File: config.mk
export PLATFORM = sky130hd
export DESIGN_NAME = spi_arb_flat
export DESIGN_NICKNAME = d
export VERILOG_FILES = /design/src/rtl/spi_arb_pkg.sv /design/src/rtl/spi_arb_if.sv /design/src/rtl/spi_arb_req.sv /design/src/rtl/spi_arb.sv /design/src/flat_wrapper.sv
export SDC_FILE = /design/constraint.sdc
export NUM_CORES = 1
export LEC_CHECK = 0
export BUFFER_PORTS_ARGS = -buffer_cell sky130_fd_sc_hd__buf_2
export CORE_ASPECT_RATIO = 0.6
export CORE_MARGIN = 2
export CORE_UTILIZATION = 45
export DETAILED_ROUTE_END_ITERATION = 16
export PLACE_DENSITY_LB_ADDON = 0.25
export SLEW_MARGIN = 15
export SYNTH_ARGS = -nofsm -noshare
export SYNTH_HDL_FRONTEND = slang
export SYNTH_SLANG_ARGS = --single-unit
export TNS_END_PERCENT = 50
File: constraint.sdc
create_clock -name clk -period 2.18 [get_ports clk]
set_input_delay 0.218 -clock clk [delete_from_list [all_inputs] [get_ports clk]]
set_output_delay 0.218 -clock clk [all_outputs]
set_load 0.02 [all_outputs]
File: src/rtl/spi_arb_pkg.sv
// Shared constants for the two-port SPI arbiter: FSM encoding, port indices
// and the read data returned when a transaction is aborted.
package spi_arb_pkg;

  localparam logic [1:0] IDLE  = 2'd0;
  localparam logic [1:0] ISSUE = 2'd1;
  localparam logic [1:0] BUSY  = 2'd2;

  localparam logic INERT = 1'b0;
  localparam logic A2D   = 1'b1;

  localparam logic [15:0] TMO_RD_DATA = 16'hFFFF;

  // On a tie the port that did not win last time goes next.
  function automatic logic pick_gnt(input logic p0, input logic p1, input logic last);
    return (p0 & p1) ? ~last : p1;
  endfunction

endpackage

File: src/rtl/spi_arb_if.sv
// Bundle of requester-side and SPI-master-side signals around the arbiter.
// slave is the arbiter's view, master is the surrounding system's view.
interface spi_arb_if;

  logic        wrt0;
  logic [15:0] cmd0;
  logic        done0;
  logic [15:0] rd_data0;
  logic        wrt1;
  logic [15:0] cmd1;
  logic        done1;
  logic [15:0] rd_data1;
  logic        mst_wrt;
  logic [15:0] mst_cmd;
  logic        mst_done;
  logic [15:0] mst_rd_data;
  logic        mst_SS_n;
  logic        SS0_n;
  logic        SS1_n;
  logic        err;

  modport slave (
    input  wrt0, cmd0, wrt1, cmd1, mst_done, mst_rd_data, mst_SS_n,
    output done0, rd_data0, done1, rd_data1, mst_wrt, mst_cmd, SS0_n, SS1_n, err
  );

  modport master (
    output wrt0, cmd0, wrt1, cmd1, mst_done, mst_rd_data, mst_SS_n,
    input  done0, rd_data0, done1, rd_data1, mst_wrt, mst_cmd, SS0_n, SS1_n, err
  );

endinterface

File: src/rtl/spi_arb_req.sv
// Per-port request holder: one pending command slot, plus detection of
// requests that arrive while the slot is full or the port is being served.
module spi_arb_req (
  input  logic        clk,
  input  logic        rst_n,
  input  logic        wrt,
  input  logic [15:0] cmd,
  input  logic        in_service,
  input  logic        take,
  output logic        pend,
  output logic [15:0] pcmd,
  output logic        drop
);

  assign drop = wrt & (pend | in_service);

  // take only happens while pend is set, so it can never collide with a capture.
  always_ff @(posedge clk or negedge rst_n) begin
    if (!rst_n) begin
      pend <= 1'b0;
      pcmd <= 16'h0000;
    end else if (wrt && !drop) begin
      pend <= 1'b1;
      pcmd <= cmd;
    end else if (take) begin
      pend <= 1'b0;
    end
  end

endmodule

File: src/rtl/spi_arb.sv
// Round-robin sharing of one 16-bit SPI master between the inertial (port 0)
// and A2D (port 1) interfaces, with a per-transaction watchdog.
module spi_arb
  import spi_arb_pkg::*;
#(
  parameter int               TMO_W   = 16,
  parameter logic [TMO_W-1:0] TMO_CYC = 16'hFFFF
) (
  input logic       clk,
  input logic       rst_n,
  spi_arb_if.slave  bus
);

  localparam logic [TMO_W-1:0] TMO_LAST = TMO_CYC - 1'b1;

  logic [1:0]       state;
  logic             gnt;
  logic             last_gnt;
  logic [TMO_W-1:0] wdog;

  logic        pend0, pend1;
  logic [15:0] pcmd0, pcmd1;
  logic        drop0, drop1;
  logic        next_gnt;
  logic        grant_now;
  logic        finish;
  logic [15:0] ret_data;

  assign next_gnt  = pick_gnt(pend0, pend1, last_gnt);
  assign grant_now = (state == IDLE) && (pend0 || pend1);
  assign finish    = (state == BUSY) && (bus.mst_done || (wdog == TMO_LAST));
  assign ret_data  = bus.mst_done ? bus.mst_rd_data : TMO_RD_DATA;

  spi_arb_req u_req0 (
    .clk        (clk),
    .rst_n      (rst_n),
    .wrt        (bus.wrt0),
    .cmd        (bus.cmd0),
    .in_service ((state != IDLE) && (gnt == INERT)),
    .take       (grant_now && (next_gnt == INERT)),
    .pend       (pend0),
    .pcmd       (pcmd0),
    .drop       (drop0)
  );

  spi_arb_req u_req1 (
    .clk        (clk),
    .rst_n      (rst_n),
    .wrt        (bus.wrt1),
    .cmd        (bus.cmd1),
    .in_service ((state != IDLE) && (gnt == A2D)),
    .take       (grant_now && (next_gnt == A2D)),
    .pend       (pend1),
    .pcmd       (pcmd1),
    .drop       (drop1)
  );

  // Slave selects are only steered while a transaction owns the master.
  assign bus.SS0_n = (state == IDLE) | bus.mst_SS_n | gnt;
  assign bus.SS1_n = (state == IDLE) | bus.mst_SS_n | ~gnt;

  always_ff @(posedge clk or negedge rst_n) begin
    if (!rst_n) begin
      state        <= IDLE;
      gnt          <= INERT;
      last_gnt     <= A2D;
      wdog         <= '0;
      bus.mst_wrt  <= 1'b0;
      bus.mst_cmd  <= 16'h0000;
      bus.done0    <= 1'b0;
      bus.done1    <= 1'b0;
      bus.rd_data0 <= 16'h0000;
      bus.rd_data1 <= 16'h0000;
      bus.err      <= 1'b0;
    end else begin
      bus.mst_wrt <= 1'b0;
      bus.done0   <= 1'b0;
      bus.done1   <= 1'b0;
      if (drop0 || drop1) bus.err <= 1'b1;

      case (state)
        IDLE: begin
          if (grant_now) begin
            gnt         <= next_gnt;
            last_gnt    <= next_gnt;
            bus.mst_cmd <= next_gnt ? pcmd1 : pcmd0;
            state       <= ISSUE;
          end
        end
        ISSUE: begin
          bus.mst_wrt <= 1'b1;
          wdog        <= '0;
          state       <= BUSY;
        end
        BUSY: begin
          // mst_done wins over a watchdog expiry landing in the same cycle.
          if (finish) begin
            if (!bus.mst_done) bus.err <= 1'b1;
            if (gnt == A2D) begin
              bus.rd_data1 <= ret_data;
              bus.done1    <= 1'b1;
            end else begin
              bus.rd_data0 <= ret_data;
              bus.done0    <= 1'b1;
            end
            state <= IDLE;
          end else begin
            wdog <= wdog + 1'b1;
          end
        end
        default: state <= IDLE;
      endcase
    end
  end

endmodule

File: src/flat_wrapper.sv
// flat-port wrapper written by rule: the top's interface ports become plain ports
module spi_arb_flat import spi_arb_pkg::*;
#(
  parameter int               TMO_W   = 16,
  parameter logic [TMO_W-1:0] TMO_CYC = 16'hFFFF
)
  (clk, rst_n, bus_wrt0, bus_cmd0, bus_wrt1, bus_cmd1, bus_mst_done, bus_mst_rd_data, bus_mst_SS_n, bus_done0, bus_rd_data0, bus_done1, bus_rd_data1, bus_mst_wrt, bus_mst_cmd, bus_SS0_n, bus_SS1_n, bus_err);
  spi_arb_if bus_i ();
  input logic clk;
  input logic rst_n;
  input wire logic [$bits(bus_i.wrt0)-1:0] bus_wrt0;
  input wire logic [$bits(bus_i.cmd0)-1:0] bus_cmd0;
  input wire logic [$bits(bus_i.wrt1)-1:0] bus_wrt1;
  input wire logic [$bits(bus_i.cmd1)-1:0] bus_cmd1;
  input wire logic [$bits(bus_i.mst_done)-1:0] bus_mst_done;
  input wire logic [$bits(bus_i.mst_rd_data)-1:0] bus_mst_rd_data;
  input wire logic [$bits(bus_i.mst_SS_n)-1:0] bus_mst_SS_n;
  output wire logic [$bits(bus_i.done0)-1:0] bus_done0;
  output wire logic [$bits(bus_i.rd_data0)-1:0] bus_rd_data0;
  output wire logic [$bits(bus_i.done1)-1:0] bus_done1;
  output wire logic [$bits(bus_i.rd_data1)-1:0] bus_rd_data1;
  output wire logic [$bits(bus_i.mst_wrt)-1:0] bus_mst_wrt;
  output wire logic [$bits(bus_i.mst_cmd)-1:0] bus_mst_cmd;
  output wire logic [$bits(bus_i.SS0_n)-1:0] bus_SS0_n;
  output wire logic [$bits(bus_i.SS1_n)-1:0] bus_SS1_n;
  output wire logic [$bits(bus_i.err)-1:0] bus_err;
  assign bus_i.wrt0 = bus_wrt0;
  assign bus_i.cmd0 = bus_cmd0;
  assign bus_i.wrt1 = bus_wrt1;
  assign bus_i.cmd1 = bus_cmd1;
  assign bus_i.mst_done = bus_mst_done;
  assign bus_i.mst_rd_data = bus_mst_rd_data;
  assign bus_i.mst_SS_n = bus_mst_SS_n;
  assign bus_done0 = bus_i.done0;
  assign bus_rd_data0 = bus_i.rd_data0;
  assign bus_done1 = bus_i.done1;
  assign bus_rd_data1 = bus_i.rd_data1;
  assign bus_mst_wrt = bus_i.mst_wrt;
  assign bus_mst_cmd = bus_i.mst_cmd;
  assign bus_SS0_n = bus_i.SS0_n;
  assign bus_SS1_n = bus_i.SS1_n;
  assign bus_err = bus_i.err;
  spi_arb #(.TMO_W(TMO_W), .TMO_CYC(TMO_CYC)) u_core (.clk(clk), .rst_n(rst_n), .bus(bus_i));
endmodule
==> results of run 1 <==
-- routing by layer --
layer	track usage	wire, um
met3	0.0606	688
met4	0.0500	62
met5	0	0
met1	0.291	4810
met2	0.301	4480
-- worst max-delay path, stage by stage, from the launching register on --
cell,delay [ps]
dfrtp_1,400
nand2b_1,260
or2_1,340
o21ai_1,440
a21bo_2,280
a21o_1,170
-- stage by stage --
stage / worst slack, ps / power, uW / instances / hold WS [ps] / util
finish: 184 / 8130 / 600 / 99.2 / 0.586
global placement: 315 / 6430 / 583 / 288 / 0.553
CTS: 220 / 8210 / 600 / 88.6 / 0.586
floorplan: 326 / 5380 / 346 / -77.6 / -
detailed placement: 238 / 6540 / 583 / 278 / 0.553
global route: 55.7 / 8680 / 600 / 93.3 / 0.586
-- cells by family (layout without fill, tap and decap cells) --
group	after synthesis	count (layout)	share of synthesized area
adder cells (fa/ha/maj)	2	2	0.00572
AND/OR/NAND/NOR	78	78	0.105
flip-flops	106	106	0.606
buffers and inverters	42	166	0.0380
multiplexers	39	39	0.0983
AO/OA/AOI/OAI	79	79	0.147
-- power by group through the flow --
stage                     logic (uW)  clock network, uW  registers (uW)
final                           3190               1630            3310
after global routing            3490               1770            3420
after CTS                       3220               1680            3310
after detailed placement        3230                  0            3310
after global placement          3120                  0            3310
after floorplan                 1600                  0            3780
-- state kept, by name, summed over array words and instances (netlist names) --
name / cells
u_core.bus.rd_data0: 16
u_core.u_req1.pend: 1
u_core.last_gnt: 1
u_core.bus.done0: 1
u_core.wdog: 16
u_core.bus.err: 1
u_core.bus.mst_wrt: 1
u_core.gnt: 1
u_core.bus.rd_data1: 16
u_core.bus.mst_cmd: 16
u_core.u_req0.pcmd: 16
u_core.u_req1.pcmd: 16
u_core.bus.done1: 1
u_core.state: 2
u_core.u_req0.pend: 1
-- repair_timing --
action | in CTS | in global routing
hold buffers | 1 | 0
endpoints found under the setup margin | 0 | 0
endpoints found under the hold margin | 46 | 0
-- final cells by class --
| class | count | area share |
|---|---|---|
| flip-flops and latches | 106 | 0.486 |
| inverters | 24 | 0.0165 |
| clock inverters | 6 | 0.0135 |
| multi-input cells | 198 | 0.285 |
| well taps | 130 | 0.0298 |
| repair buffers | 126 | 0.127 |
| clock buffers | 10 | 0.0419 |
-- synthesized netlist by cell type, types with 2 or more instances --
master     instances
nor3_1             2
a21oi_1            3
a222oi_1          16
o21ai_0           10
ha_1               2
and3_1             4
nand2b_1           2
buf_2              7
nor4_1             3
o211ai_1           2
nand3_1            6
o311ai_0           2
or3_1              6
nor3_2             3
nor2b_1           17
inv_1             24
nand2_1           11
a2bb2oi_1         32
nor3b_1            2
mux2i_1            7
clkbuf_1          10
o41ai_1            2
o21ai_1            2
mux2_2            32
nand4_1            7
dfrtp_1          105
a21o_1             6
nor2_1            10
-- how the worst max path moves through the flow --
stage,from,end,cells past startpoint
2_1_floorplan,u_core.state[0],u_core.wdog[15],7
3_3_place_gp,u_core.state[0],u_core.wdog[14],5
3_5_place_dp,u_core.state[0],u_core.wdog[15],5
4_1_cts,u_core.state[0],u_core.wdog[14],5
5_1_grt,u_core.wdog[7],u_core.wdog[15],5
6_report,u_core.state[0],u_core.wdog[14],5
==> summary.md, run 1 <==
| Metric | Value |
|---|---|
| Outcome | completed |
| TritonRoute pass-1 iters | 7 |
| DIE AREA | 10,600 sq um |
| Tmin final | 2000 ps |
| Main synth FF type | dfrtp_1 |
| CP max FO | 7 |
| Antenna Nets Post-Route | 0 |
| WHS Path Cells | 2 |
| Share of post-route cells with drive strength above 1 | 0.381 |
| Internal | 5110 uW |
| RePlAce Congestion | 0.895 |
| Multi-input gate area | 1560 sq um |
| EDFF count, synth | 0 |
| WL/cell | 16.7 um |
| Area share of the largest cell type after synthesis | 0.600 |
| Final setup viols | 0 |
| Ant. Diodes | 0 |
| Ports | 108 |
| Worst EP required | 2410 ps |
| Worst-Skew Late Latency | 340 ps |
| Via-to-Cell Ratio | 5.43 |
| Synth top area cells | dfrtp_1, mux2_2, a2bb2oi_1 |
| H-tree depth | 3 |
| Half-perimeter wire length after placement | 7.01 mm |
| Unrepaired setup endpoints after global routing | no |
| Final TNS setup | 0 ps |
| Clock Skew | 8.19 ps |
| CTS root buf | clkbuf_16 |
| Leak | 0.00261 uW |
| Largest net degree at the start of global routing | 51 |
| Port buffer count | 107 |
| Setup bufs post-CTS | 0 |
| Vias | 3,256 |
| Die X | 131 um |
| Net switching power | 3020 uW |
| Total GRT Usage | 0.202 |
| Most common cell after layout, fill and taps aside | buf_2 |
| Reg clk slew, reported paths | 70 ps |
| Largest area contributor in the netlist | dfrtp_1 |
| Initial Util | 0.469 |
| Num CTS Buffers | 9 |
| Core ar. | 9320 sq um |
| Hold Path Sink | u_core.u_req0.pcmd[12] |
| Placed cell area | 5150 sq um |
| Most frequent cells in the layout | buf_2, dfrtp_1, a2bb2oi_1, mux2_2, inv_1 |
| Async SR Flop Fraction | 1.00 |
| Layout area overhead | 24.9% |
| FF+latch area | 2650 sq um |
| Maximum buffer depth of the clock tree | 2 |
| Cell variety after synth | 39 |
| Worst Reg-to-Reg Cells | 5 |
| Critical Path AT | 2230 ps |
| Slew of the pin with the lowest slew margin | 625 ps |
| Aggregate routed wire length | 10.0 mm |
| Fin. Hold Viols | 0 |
| Num rows | 27 |
| Slew Limit Fails | 0 |
| Initial antenna violation count | 0 |
| Cells after synthesis | 346 |
| NumNets Final | 521 |
| # fillers | 794 |
| Synthesized net count | 402 |
| Post-CTS sizing | 0 |
| Sw Share | 0.371 |
| Critical setup path kind | flop to flop |
| Peak VDD IR | 0.688 mV |
| Vias in the first global route | 3,339 |
| CTS tree | done |
| Die Y | 80.4 um |
| Combinational Power Share | 0.392 |
| Yosys reg bits | 106 |
| First-pass GRT wire length | 16.8 mm |
| Power density over cell area | 1490 nW/um^2 |
| Critical Path Start Type | flop |
| Initial DRC Count | 301 |
| FF-to-FF End | u_core.wdog[14] |
| Syn_area_per_cell | 12.6 sq um |
| Max cap viols | 0 |
| Min-delay worst type | primary input to flop |
| YS warnings | 0 |
| Syn Std Cell Area | 4380 sq um |
| Fin crit share | 0.915 |
| Design area | 5470 sq um |
| Clock Sinks | 106 |
| Clock share of power | 0.201 |
| Fmax | 0.501 GHz |
| Max_slew headroom | 0.583 |
| DRC violations left | 0 |
| Grt ovf | 0 |
| FF-to-FF setup slack | 180 ps |
| Setup crit end kind | flop |
| Sequential fraction of the synthesis area | 0.606 |
| Hold path startpoint | bus_cmd0[12] |
| Share of power burned in registers | 0.407 |
| Reg2Reg Launch Point | u_core.state[0] |
Power figures use the tool's default switching activity.
==> run 2, diff against run 1 <==
--- a/config.mk
+++ b/config.mk
@@ -5,6 +5,7 @@
 export SDC_FILE = /design/constraint.sdc
 export NUM_CORES = 1
 export LEC_CHECK = 0
+export ABC_AREA = 1
 export BUFFER_PORTS_ARGS = -buffer_cell sky130_fd_sc_hd__buf_2
 export CORE_ASPECT_RATIO = 0.6
 export CORE_MARGIN = 2
==> run 2 against run 1 <==
Via count is 29% higher. Utilization decreased by 3.6 points. Synthesized cell count up 67%. Largest cell class unchanged. Largest power group is now combinational cells.
==> summary.md, run 2 <==
| Metric | Value |
|---|---|
| Vias in the first global route | 4,035 (+21%) |
| Synth top area cells | dfrtp_1, nand2_1, inv_1 |
| First-pass GRT wire length | 19.7 mm (+17%) |
| Worst EP required | 2460 ps (+50 ps) |
| CTS root buf | clkbuf_16 |
| Worst-Skew Late Latency | 340 ps (about the same) |
| Aggregate routed wire length | 11.8 mm (+17%) |
| Fin. Hold Viols | 0 (unchanged) |
| Hold_ws | 107 ps (+8.09 ps) |
| # fillers | 974 (+23%) |
| RePlAce Congestion | 0.862 (-3.7%) |
| Num CTS Buffers | 9 (unchanged) |
| WHS Path Cells | 2 (unchanged) |
| Peak VDD IR | 0.713 mV (+3.7%) |
| Syn Std Cell Area | 4900 sq um (+12%) |
| Port buffer count | 107 (unchanged) |
| Reg2Reg Launch Point | u_core.wdog[0] |
| Final design utilization | 0.550 (-0.0361) |
| CP max FO | 18 (+11) |
| Final TNS setup | 0 ps (unchanged) |
| Vias | 4,203 (+29%) |
| Post-synth top cells | nand2_1, dfrtp_1, inv_1 |
| NumNets Final | 737 (+41%) |
| Fmax | 0.544 GHz (+8.6%) |
| Clock Sinks | 106 (unchanged) |
| Overall Power | 8020 uW (-1.4%) |
| Worst Reg-to-Reg Cells | 9 (+4) |
| CTS tree | done |
| Num rows | 29 (+7.4%) |
| Most frequent cells in the layout | nand2_1, buf_2, dfrtp_1 |
| Area share of the largest cell type after synthesis | 0.536 (-0.0642) |
| Tmin final | 1840 ps (-158 ps) |
| WL/cell | 14.3 um (-14%) |
| Initial Util | 0.463 (-0.00684) |
| Clock Skew | 7.48 ps (-0.703 ps) |
| Cell variety after synth | 31 (-21%) |
| Fin crit share | 0.843 (-0.0725) |
| DRC violations left | 0 (unchanged) |
| Maximum buffer depth of the clock tree | 2 (unchanged) |
| Critical setup path kind | flop to flop |
| Most common cell after layout, fill and taps aside | nand2_1 |
| Max_slew headroom | 0.607 (+0.0239) |
| Critical Path AT | 2120 ps (-110 ps) |
| Setup bufs post-CTS | 0 (unchanged) |
| Syn_area_per_cell | 8.46 sq um (-33%) |
| YS warnings | 0 (unchanged) |
| TritonRoute pass-1 iters | 5 (-2) |
| Largest net degree at the start of global routing | 47 (-7.8%) |
| DIE AREA | 11,800 sq um (+11%) |
| Async SR Flop Fraction | 1.00 (unchanged) |
| Ports | 108 (unchanged) |
| Critical Path Start Type | flop |
| Max cap viols | 0 (unchanged) |
| FF-to-FF End | u_core.bus.rd_data1[8] |
| Most frequent cell after synthesis | nand2_1 |
| Share of post-route cells with drive strength above 1 | 0.225 (-0.156) |
| Initial DRC Count | 294 (-2.3%) |
| Min-delay worst type | primary input to flop |
| Non-Filler Instances | 823 (+37%) |
| Grt ovf | 0 (unchanged) |
| Leak | 0.00310 uW (+19%) |
| Slew of the pin with the lowest slew margin | 589 ps (-35.8 ps) |
| DP Cell Count | 808 (+39%) |
| Slew Limit Fails | 0 (unchanged) |
| Half-perimeter wire length after placement | 8.26 mm (+18%) |
| Final setup viols | 0 (unchanged) |
| Die X | 139 um (+5.6%) |
| Total GRT Usage | 0.208 (+0.00625) |
| Yosys reg bits | 106 (unchanged) |
| Hold path startpoint | bus_cmd1[15] |
| Ant. Diodes | 0 (unchanged) |
| Unrepaired setup endpoints after global routing | no |
| Power density over cell area | 1380 nW/um^2 (-7.6%) |
| Die Y | 84.8 um (+5.5%) |
| H-tree depth | 3 (unchanged) |
| Core ar. | 10,600 sq um (+14%) |
| Synthesized net count | 635 (+58%) |
| Via-to-Cell Ratio | 5.11 (-5.9%) |
| Outcome | completed |
| Layout area overhead | 18.9% |
| Hold Path Sink | u_core.u_req1.pcmd[15] |
| Main synth FF type | dfrtp_1 |
| Initial antenna violation count | 1 (+1) |
| Sequential fraction of the synthesis area | 0.541 (-0.0649) |
| Setup crit end kind | flop |
| Antenna Nets Post-Route | 0 (unchanged) |
| FF-to-FF setup slack | 340 ps (+160 ps) |
| Reg clk slew, reported paths | 70 ps (about the same) |
| Largest area contributor in the netlist | dfrtp_1 |
| EDFF count, synth | 0 (unchanged) |
| Cells after synthesis | 579 (+67%) |
run 2: cell count changes in the layout (fill, tap and decap cells not counted), moves of 16 or more:
cell and delta:
a21oi_1 +29, a222oi_1 -16, a2bb2oi_1 -32, inv_1 +43, mux2_2 -30, nand2_1 +153, nand3_1 +22, nand4_1 +31
nor2_1 +53, nor2b_1 -17
run 2: layout make-up:
class                      count  area [sq um]  share of cell area
sequential                   106          2650               0.455
clock buffer                  11           243              0.0416
timing repair buffer         120           651               0.112
multi-input combinational    374          1820               0.312
tap                          139           174              0.0298
clock inverter                 3          25.0             0.00429
inverter                      70           263              0.0451
run 2: per-stage QoR:
step | area, sq um | setup slack (ps)
6_report | 5830 | 342
5_1_grt | 5830 | 151
4_1_cts | 5830 | 337
3_5_place_dp | 5550 | 356
3_3_place_gp | 5550 | 413
2_1_floorplan | 4900 | 640
run 2: worst max path at each step:
stage / from / end / slack [ps] / cells after the start
global placement: u_core.wdog[0] / u_core.bus.rd_data0[13] / 410 / 9
detailed placement: u_core.wdog[0] / u_core.bus.rd_data0[9] / 360 / 9
floorplan: u_core.wdog[0] / u_core.bus.rd_data0[10] / 640 / 11
finish: u_core.wdog[0] / u_core.bus.rd_data1[8] / 340 / 9
global route: u_core.wdog[0] / u_core.bus.rd_data1[12] / 150 / 9
CTS: u_core.wdog[0] / u_core.bus.rd_data1[12] / 340 / 9
run 2: worst max-delay path, stage by stage, from the launching register on:
cell,delay (ps)
dfrtp_1,410
inv_1,100
ha_1,160
inv_1,40
nor2_1,90
nand2_1,80
o21bai_2,360
buf_4,290
nand4_1,140
nand2_1,100
run 2: power breakdown:
part	leakage (uW)	total, uW	switching (uW)	internal, uW
Sequential	0.00127	3180	386	2790
Combinational	0.00170	3340	2290	1050
Clock	0.000128	1500	698	800
run 2: logic make-up after synthesis:
group	share of synthesized area
flip-flops	0.541
AO/OA/AOI/OAI	0.0781
XOR/XNOR	0.00715
buffers and inverters	0.0873
AND/OR/NAND/NOR	0.276
multiplexers	0.00460
adder cells (fa/ha/maj)	0.00511
run 2: timing repair:
action	4_1_cts	5_1_grt
resized for setup	0	0
hold endpoints to repair	43	0
hold buffers	1	0
run 2: per-layer routing:
layer,GRT usage,share of wire,vias to the layer above
li1,-,-,2068
met3,0.0655,0.078,14
met5,0,0.0011,-
met2,0.308,0.42,138
met4,0.0487,0.0095,2
met1,0.304,0.49,1981
==> run 3, diff against run 2 <==
--- a/config.mk
+++ b/config.mk
@@ -5,7 +5,7 @@
 export SDC_FILE = /design/constraint.sdc
 export NUM_CORES = 1
 export LEC_CHECK = 0
-export ABC_AREA = 1
+export ABC_AREA = 0
 export BUFFER_PORTS_ARGS = -buffer_cell sky130_fd_sc_hd__buf_2
 export CORE_ASPECT_RATIO = 0.6
 export CORE_MARGIN = 2
==> constraint.sdc (replaced) <==
create_clock -name clk -period 1.5 [get_ports clk]
set_input_delay 0.15 -clock clk [delete_from_list [all_inputs] [get_ports clk]]
set_output_delay 0.15 -clock clk [all_outputs]
set_load 0.02 [all_outputs]
==> run 3 against run 2 <==
The flow now finishes with violations (setup timing). Die area shrank 10%. Sequential share of layout area shrank 5.3 points. Worst setup slack lost 680 ps. Fmax is essentially flat. Sequential cell count is the same. Sequential power grew 54%. Total power grew 68%. Non-clock buffer count grew 75. Largest power group unchanged.
==> summary.md, run 3 (synthesis gave the netlist of run 1 again) <==
| Metric | Value |
|---|---|
| NumNets Final | 590 (-20%) |
| Clock Skew | 6.70 ps (-0.779 ps) |
| Core ar. | 9320 sq um (-12%) |
| Critical setup path kind | flop to flop |
| Ant. Diodes | 0 (unchanged) |
| RePlAce Congestion | 0.881 (+2.3%) |
| Setup WS post-layout | -338 ps (-681 ps) |
| Initial DRC Count | 225 (-23%) |
| Total GRT Usage | 0.238 (+0.0291) |
| Combinational Power Share | 0.469 (+0.052) |
| First-pass GRT wire length | 19.6 mm (-0.77%) |
| Largest net degree at the start of global routing | 31 (-34%) |
| Worst path cell trace | nand2b_1 -> or2_1 -> or3_1 -> or3_1 -> a21oi_2 |
| Clock Sinks | 106 (unchanged) |
| Vias in the first global route | 3,696 (-8.4%) |
| DP Cell Count | 635 (-21%) |
| Critical Path AT | 2110 ps (about the same) |
| Net switching power | 5040 uW (+50%) |
| Worst EP required | 1770 ps (-690 ps) |
| Fmax | 0.544 GHz (about the same) |
| Non-Filler Instances | 669 (-19%) |
| Clock share of power | 0.166 (-0.021) |
| Port buffer count | 107 (unchanged) |
| Initial antenna violation count | 0 (-1) |
| Peak VDD IR | 1.22 mV (+71%) |
| Slew of the pin with the lowest slew margin | 423 ps (-167 ps) |
| Num rows | 27 (-6.9%) |
| Setup crit end kind | flop |
| Min-delay worst type | primary input to flop |
| Cell mode on critical path | or3_1 |
| Share of power burned in registers | 0.365 (-0.032) |
| Grt ovf | 0 (unchanged) |
| Slew Limit Fails | 0 (unchanged) |
| Aggregate routed wire length | 12.7 mm (+7.5%) |
| Reg clk slew, reported paths | 70 ps (about the same) |
| Layout area overhead | 50.6% |
| Sw Share | 0.375 (-0.0456) |
| DIE AREA | 10,600 sq um (-10%) |
| Tmin final | 1840 ps (+0.710 ps) |
| WL/cell | 18.9 um (+32%) |
| Vias | 3,646 (-13%) |
| Die X | 131 um (-5.3%) |
| Maximum buffer depth of the clock tree | 2 (unchanged) |
| Leak | 0.00315 uW (+1.8%) |
| Outcome | complete, but fails checks |
| DRC violations left | 0 (unchanged) |
| Power density over cell area | 2040 nW/um^2 (+48%) |
| Final setup viols | 77 (+77) |
| Internal | 8410 uW (+81%) |
| CTS tree | done |
| Max cap viols | 0 (unchanged) |
| Via-to-Cell Ratio | 5.45 (+6.7%) |
| Most frequent cells in the layout | buf_2, dfrtp_1, buf_4 |
| Worst stage delay on the critical path | 410 ps (about the same) |
| Antenna Nets Post-Route | 0 (unchanged) |
| Fin crit share | 1.23 (+0.383) |
| TritonRoute pass-1 iters | 6 (+1) |
| Ports | 108 (unchanged) |
| Half-perimeter wire length after placement | 8.03 mm (-2.9%) |
| CP top delay family | simple AND/OR/NAND/NOR gates |
| Share of post-route cells with drive strength above 1 | 0.586 (+0.361) |
| Worst-Skew Late Latency | 340 ps (about the same) |
| Critical Path Start Type | flop |
| CP max FO | 4 (-14) |
| WP buf/inv | 0 (-3) |
| Initial Util | 0.469 (+0.00684) |
| Critical path's slowest cell | or3_1 |
| Die Y | 80.4 um (-5.2%) |
| Place WS | -351 ps (-707 ps) |
| Fin. Hold Viols | 0 (unchanged) |
| CTS root buf | clkbuf_16 |
| Max_slew headroom | 0.718 (+0.111) |
| Unrepaired setup endpoints after global routing | yes |
| H-tree depth | 3 (unchanged) |
| Num CTS Buffers | 9 (unchanged) |
| Failing checks | setup timing |
run 3: cell types whose count changed in the layout (fill, tap and decap cells not counted), moves of 9 or more:
cell,change
nor2_1,-57
nand3_1,-24
a2bb2oi_2,+32
nand4_1,-31
inv_1,-45
buf_6,+23
buf_4,+50
a21oi_1,-31
a222oi_1,+16
nand2_1,-156
mux2_4,+9
mux2_2,+21
nor2b_1,+17
o221ai_1,-15
run 3: metal layers:
metal  track usage  vias to the layer above  share of wire
met5             0                        -              0
met4        0.0554                        0          0.015
met3        0.0638                       17          0.068
met2         0.377                      141           0.47
met1         0.329                     1827           0.45
li1              -                     1661              -
run 3: timing repair:
action | CTS | global route
resized for setup | 58 | 57
setup buffers | 7 | 8
hold buffers | 1 | 0
endpoints found under the hold margin | 25 | 0
setup endpoints to repair | 104 | 100
cloned | 2 | 0
pin swaps | 16 | 23
run 3: final cells by class:
class                           count  area, sq um
Inverter                           24         90.1
Fill cell                         639         2730
Clock inverter                      6         47.5
Timing Repair Buffer              195         1350
Multi-Input combinational cell    198         2050
Sequential cell                   106         2660
Tap cell                          130          163
Clock buffer                       10          239
run 3: worst paths after layout:
kind	start	to	slack, ps	depth (start not counted)
worst max-delay path	u_core.state[0]	u_core.wdog[15]	-340	5
worst min-delay path	bus_cmd1[12]	u_core.u_req1.pcmd[12]	30	2
worst max register to register	u_core.state[0]	u_core.wdog[15]	-340	5
worst min register to register	u_core.bus.mst_cmd[9]	u_core.bus.mst_cmd[9]	490	2
max in group asynchronous	rst_n	u_core.bus.rd_data0[10]	670	3
min in group asynchronous	rst_n	u_core.bus.mst_cmd[11]	300	2
run 3: power groups by stage:
stage	registers [uW]	clock network [uW]	logic (uW)
after detailed placement	4820	0	5280
after global placement	4770	0	5120
final	4910	2240	6300
after CTS	4800	2270	5670
after floorplan	5510	0	2500
after global routing	5040	2410	6730
run 3: through the flow:
stage	hold slack [ps]	area, sq um	power (uW)	setup TNS [ps]	util
2_1_floorplan	-146	4460	8000	-7390	-
3_3_place_gp	102	5640	9890	-12040	0.605
3_5_place_dp	112	5640	10100	-18260	0.605
4_1_cts	28.9	6250	12700	-10700	0.670
5_1_grt	25.7	6590	14200	-19050	0.707
6_report	32.8	6590	13400	-12000	0.707
